--- src/rtl/collatz_datapath_if.sv ---
// Operand/status bundle between the Lab3 controller and the collatz datapath.
// The controller drives operand and function select; the datapath returns status and observation.
interface collatz_datapath_if #(
    parameter int unsigned WIDTH = 16,
    parameter int unsigned CW    = 8
);
    logic [WIDTH-1:0] DIN;
    logic             WEN;
    logic             SEL;
    logic [1:0]       FS;
    logic             One;
    logic             X0;
    logic [WIDTH-1:0] XOUT;
    logic [CW-1:0]    STEPS;
    logic [WIDTH-1:0] PEAK;
    logic             OVF;

    modport master (
        output DIN, WEN, SEL, FS,
        input  One, X0, XOUT, STEPS, PEAK, OVF
    );

    modport slave (
        input  DIN, WEN, SEL, FS,
        output One, X0, XOUT, STEPS, PEAK, OVF
    );
endinterface

--- src/rtl/collatz_datapath.sv ---
// Collatz datapath: holds operand X, applies pass/halve/3X+1 on command and tracks
// step count, peak value and a sticky truncation flag.
module collatz_datapath #(
    parameter int unsigned WIDTH = 16,
    parameter int unsigned CW    = 8
) (
    input logic               CLK,
    input logic               resetn,
    collatz_datapath_if.slave dp
);
    logic [WIDTH-1:0] x_q, x_d;
    logic [WIDTH-1:0] peak_q, peak_d;
    logic [CW-1:0]    steps_q, steps_d;
    logic             ovf_q, ovf_d;
    logic [WIDTH-1:0] r;
    logic [WIDTH+1:0] ext;
    logic             ov;
    logic             alu_op;

    // 3X+1 at two extra bits so the carry-out into the top bits flags truncation
    assign ext = ({2'b00, x_q} << 1) + {2'b00, x_q} + (WIDTH + 2)'(1);

    always_comb begin
        r  = x_q;
        ov = 1'b0;
        case (dp.FS)
            2'b01: r = x_q >> 1;
            2'b10: begin
                r  = ext[WIDTH-1:0];
                ov = |ext[WIDTH+1:WIDTH];
            end
            default: r = x_q;
        endcase
    end

    assign alu_op = dp.WEN & dp.SEL & ((dp.FS == 2'b01) | (dp.FS == 2'b10));

    always_comb begin
        x_d     = x_q;
        steps_d = steps_q;
        peak_d  = peak_q;
        ovf_d   = ovf_q;
        if (dp.WEN && !dp.SEL) begin
            x_d     = dp.DIN;
            steps_d = '0;
            peak_d  = dp.DIN;
            ovf_d   = 1'b0;
        end else if (alu_op) begin
            x_d     = r;
            steps_d = (steps_q == '1) ? steps_q : steps_q + CW'(1);
            peak_d  = (r > peak_q) ? r : peak_q;
            ovf_d   = ovf_q | ov;
        end
    end

    always_ff @(posedge CLK or negedge resetn) begin
        if (!resetn) begin
            x_q     <= '0;
            steps_q <= '0;
            peak_q  <= '0;
            ovf_q   <= 1'b0;
        end else begin
            x_q     <= x_d;
            steps_q <= steps_d;
            peak_q  <= peak_d;
            ovf_q   <= ovf_d;
        end
    end

    // Status comes from the register, so the controller sees it one cycle after the write
    assign dp.One   = (x_q == WIDTH'(1));
    assign dp.X0    = x_q[0];
    assign dp.XOUT  = x_q;
    assign dp.STEPS = steps_q;
    assign dp.PEAK  = peak_q;
    assign dp.OVF   = ovf_q;
endmodule

--- src/flat_wrapper.sv ---
// flat-port wrapper written by rule: the top's interface ports become plain ports
module collatz_datapath_flat 
#(
    parameter int unsigned WIDTH = 16,
    parameter int unsigned CW    = 8
)
  (CLK, resetn, dp_DIN, dp_WEN, dp_SEL, dp_FS, dp_One, dp_X0, dp_XOUT, dp_STEPS, dp_PEAK, dp_OVF);
  collatz_datapath_if #(.WIDTH(WIDTH), .CW(CW)) dp_i ();
  input logic CLK;
  input logic resetn;
  input wire logic [$bits(dp_i.DIN)-1:0] dp_DIN;
  input wire logic [$bits(dp_i.WEN)-1:0] dp_WEN;
  input wire logic [$bits(dp_i.SEL)-1:0] dp_SEL;
  input wire logic [$bits(dp_i.FS)-1:0] dp_FS;
  output wire logic [$bits(dp_i.One)-1:0] dp_One;
  output wire logic [$bits(dp_i.X0)-1:0] dp_X0;
  output wire logic [$bits(dp_i.XOUT)-1:0] dp_XOUT;
  output wire logic [$bits(dp_i.STEPS)-1:0] dp_STEPS;
  output wire logic [$bits(dp_i.PEAK)-1:0] dp_PEAK;
  output wire logic [$bits(dp_i.OVF)-1:0] dp_OVF;
  assign dp_i.DIN = dp_DIN;
  assign dp_i.WEN = dp_WEN;
  assign dp_i.SEL = dp_SEL;
  assign dp_i.FS = dp_FS;
  assign dp_One = dp_i.One;
  assign dp_X0 = dp_i.X0;
  assign dp_XOUT = dp_i.XOUT;
  assign dp_STEPS = dp_i.STEPS;
  assign dp_PEAK = dp_i.PEAK;
  assign dp_OVF = dp_i.OVF;
  collatz_datapath #(.WIDTH(WIDTH), .CW(CW)) u_core (.CLK(CLK), .resetn(resetn), .dp(dp_i));
endmodule
--- config.mk ---
export PLATFORM = sky130hd
export DESIGN_NAME = collatz_datapath_flat
export DESIGN_NICKNAME = d
export VERILOG_FILES = /design/src/rtl/collatz_datapath_if.sv /design/src/rtl/collatz_datapath.sv /design/src/flat_wrapper.sv
export SDC_FILE = /design/constraint.sdc
export NUM_CORES = 1
export LEC_CHECK = 0
export ABC_AREA = 1
export CAP_MARGIN = 20
export CORE_MARGIN = 2
export CORE_UTILIZATION = 55
export DETAILED_ROUTE_END_ITERATION = 8
export GPL_TIMING_DRIVEN = 0
export PLACE_DENSITY = 0.82
export SYNTH_ARGS = -nofsm -noshare
export SYNTH_HDL_FRONTEND = slang
export SYNTH_SLANG_ARGS = --single-unit
--- constraint.sdc ---
create_clock -name CLK -period 3.5 [get_ports CLK]
set_input_delay 1.05 -clock CLK [delete_from_list [all_inputs] [get_ports CLK]]
set_output_delay 1.05 -clock CLK [all_outputs]
set_load 0.02 [all_outputs]
==> reports/metrics.yaml <==
cts.clk_slew.worst_paths_ns: 0.08
synthXorXnorAreaFrac_pct: 0.4436
syn_to_final_growth_pct: 26.01
cap_violations: 0
arrival_ns: 3.55
overflow: 0
multi_input_area_sq_um: 2554
r2r_cells: 20
period_minus_slack_ns: 3.332
place_inst: 764
grt_pass1_wl_mm: 18.00
grt_pass1_vias: 3979
finalSetupTns_ns: 0
drc: 0
synth_fa_ha_area_share_pct: 14.45
combPwrFrac_pct: 65.4
hold_depth: 1
powerDensity_nw_per_um2: 637.4
worst-setup-path-type: "in -> reg"
rr_endpoint: "u_core.dp.PEAK[4]"
die-area_sq_um: 7873
dr.pass1.iters: 5
ys_ff_latch: 41
core_area_sq_um: 6869
fin_crit_sh_pct: 95.20
p_sw_share_pct: 48.97
drt_iter0_markers: 214
seqPwrFrac_pct: 25.3
cts_buffers: 5
vias: 4152
synthMuxAreaShare_pct: 0
dr_wl_met2_mm: 5.187
grt_antenna_before_repair: 0
dpl.hpwl_mm: 8.434
h-tree-depth: 2
io_pins: 65
p_switching_w: 0.001553
postRouteAntennaNets: 0
crit_required_ns: 3.71
synth_nets: 670
syn_area_per_cell_sq_um: 6.549
route.detailed.wl_per_inst_microns: 13.88
yosysUniqueCellTypes: 39
grt.total_usage_pct: 29.06
final_cell_mix: "210 x nand2_1, 87 x inv_1, 61 x clkdlybuf4s50_1"
vdd_ir_drop_max_mv: 0.4524
hold_path_startpoint: "u_core.dp.STEPS[2]"
fmax_mhz: 300.1
syn-instance-count: 603
synthSimpleGateAreaFrac_pct: 35.77
seq_area_sq_um: 1031
worst_pin_slew_ns: 0.5612
die_w_microns: 88.73
p_int_w: 0.001619
drv_slew: 0
highest_layer: "met4"
start_kind: "input pin"
clock_latency_ns: 0.30
hold_end: "u_core.dp.STEPS[2]"
power_w: 0.003172
yosysWarnings: 0
outcome: "finished, final reports clean"
leakage_nw: 2.566
grt_max_degree: 40
cp-end-kind: "register"
fin_skew_ns: 0.007863
cts_buffer_depth: 2
hold_viol_final: 0
synth-compound-area-share_pct: 12.17
cts.sinks: 41
drive_above_1_share_pct: 12.19
port_buffers: 64
cts_tree: "yes"
fillers: 610
routed_wirelength_mm: 10.79
r2r_setup_slack_ns: 0.25
start_util_pct: 57.49
cts-root-buf: "clkbuf_8"
final_nets: 749
met3_length_microns: 580
holdWs_ns: 0.5014
postCtsHoldBufs: 0
diodes: 0
place_congestion: 0.9005
synth_top_family_by_area: "simple AND/OR/NAND/NOR gates"
viasPerCell: 5.344
synth_area_sq_um: 3949
setup_viol: 0
relSlewSlack_pct: 62.59
fp.dieH_microns: 88.73
final_common_cell: "nand2_1"
hp-class: "reg -> reg"
rr_startpoint: "u_core.dp.XOUT[8]"
ys_seq_area_share_pct: 25.98
fp-row-count: 30
crit_fanout: 6
met1_length_mm: 4.789
fin_cells: 777
clkPwrFrac_pct: 9.3
## layer usage
layer / up-vias / GRT usage [%]
met5: - / 0
met4: 0 / 8.815
met3: 18 / 3.451
met2: 138 / 49.80
met1: 1922 / 38.39
li1: 2074 / -
## power by group through the flow
stage | Combinational, W | Clock [W] | Sequential, W
after global placement | 0.00189 | 0 | 0.000797
after floorplan | 0.00113 | 0 | 0.000952
after CTS | 0.00206 | 0.000292 | 0.000797
after detailed placement | 0.00196 | 0 | 0.000803
after global routing | 0.00231 | 0.000309 | 0.000826
final | 0.00207 | 0.000295 | 0.000803
## worst max-delay path: stages
cell and delay (ns):
dlygate4sd2_1 0.23, inv_1 0.05, ha_1 0.31, buf_6 0.15
clkbuf_16 0.15, nand2_1 0.06, a21boi_2 0.16, ha_1 0.32
a21oi_2 0.15, o21a_1 0.13, nor2_1 0.04, nor3_2 0.15
nand2_1 0.08, nand2_1 0.09, nand2_2 0.11, buf_4 0.19
o21ai_1 0.14
## layout make-up
type,instances,share of cell area [%]
sequential,41,20.72
buffer,16,2.841
clock buffer,5,1.383
clock inverter,1,0.1006
multi-input combinational,453,51.32
inverter,93,7.015
timing repair buffer,72,14.21
tap,96,2.414
## registers in the layout, summed over array words and instances (netlist names)
| register | count |
|---|---|
| u_core.dp.OVF | 1 |
| u_core.dp.STEPS | 8 |
| u_core.dp.XOUT | 16 |
| u_core.dp.PEAK | 16 |
## Yosys cell counts (all sizes together)
master,instances,area share (%)
a21boi,6,1.1
a21o,1,0.19
a21oi,38,5.3
a221oi,1,0.22
a22oi,2,0.38
a31oi,3,0.48
and2,1,0.16
buf,11,1.9
clkbuf,5,0.48
dfrtp,41,26
fa,1,0.51
ha,44,14
inv,93,8.8
nand2,218,21
nand3,46,6.3
nand3b,5,0.95
nand4,5,0.79
nor2,35,4.2
nor3,8,1.0
nor3b,1,0.19
nor4,1,0.32
o21a,1,0.19
o21ai,27,3.7
o21bai,1,0.19
o31ai,2,0.38
or2,4,0.63
xnor2,1,0.22
xor2,1,0.22
## cells by family (layout without fill, tap and decap cells)
kind of cell	after synthesis	in the layout
fa+ha+maj	45	45
flops	41	41
compound gates	82	82
simple gates	324	324
xor+xnor	2	2
buf+inv	109	187
## worst max path at each step
stage               slack (ns)  cells past startpoint      from            endpoint
finish                    0.17                     17  dp_FS[0]   u_core.dp.PEAK[4]
global route             -0.01                     21  dp_FS[0]   u_core.dp.PEAK[8]
CTS                       0.12                     18  dp_FS[0]  u_core.dp.PEAK[15]
detailed placement       -0.78                     18  dp_FS[0]  u_core.dp.PEAK[15]
global placement         -0.64                     18  dp_FS[0]   u_core.dp.PEAK[6]
floorplan                 0.24                     17  dp_FS[0]  u_core.dp.PEAK[15]
## repair_timing
action | in CTS | in global routing
endpoints found under the setup margin | 16 | 16
cloned | 4 | 0
setup buffers | 3 | 0
pin swaps | 9 | 1
gates resized for setup | 32 | 9
## stage by stage
step	setup slack, ns	instance area [sq um]	util (%)
floorplan	0.2392	3949	-
global placement	-0.6425	4710	68.56
detailed placement	-0.7831	4725	68.78
CTS	0.1212	4955	72.13
global route	-0.01147	4976	72.44
finish	0.1679	4976	72.44
No activity file was read; power rests on OpenSTA's default activity.
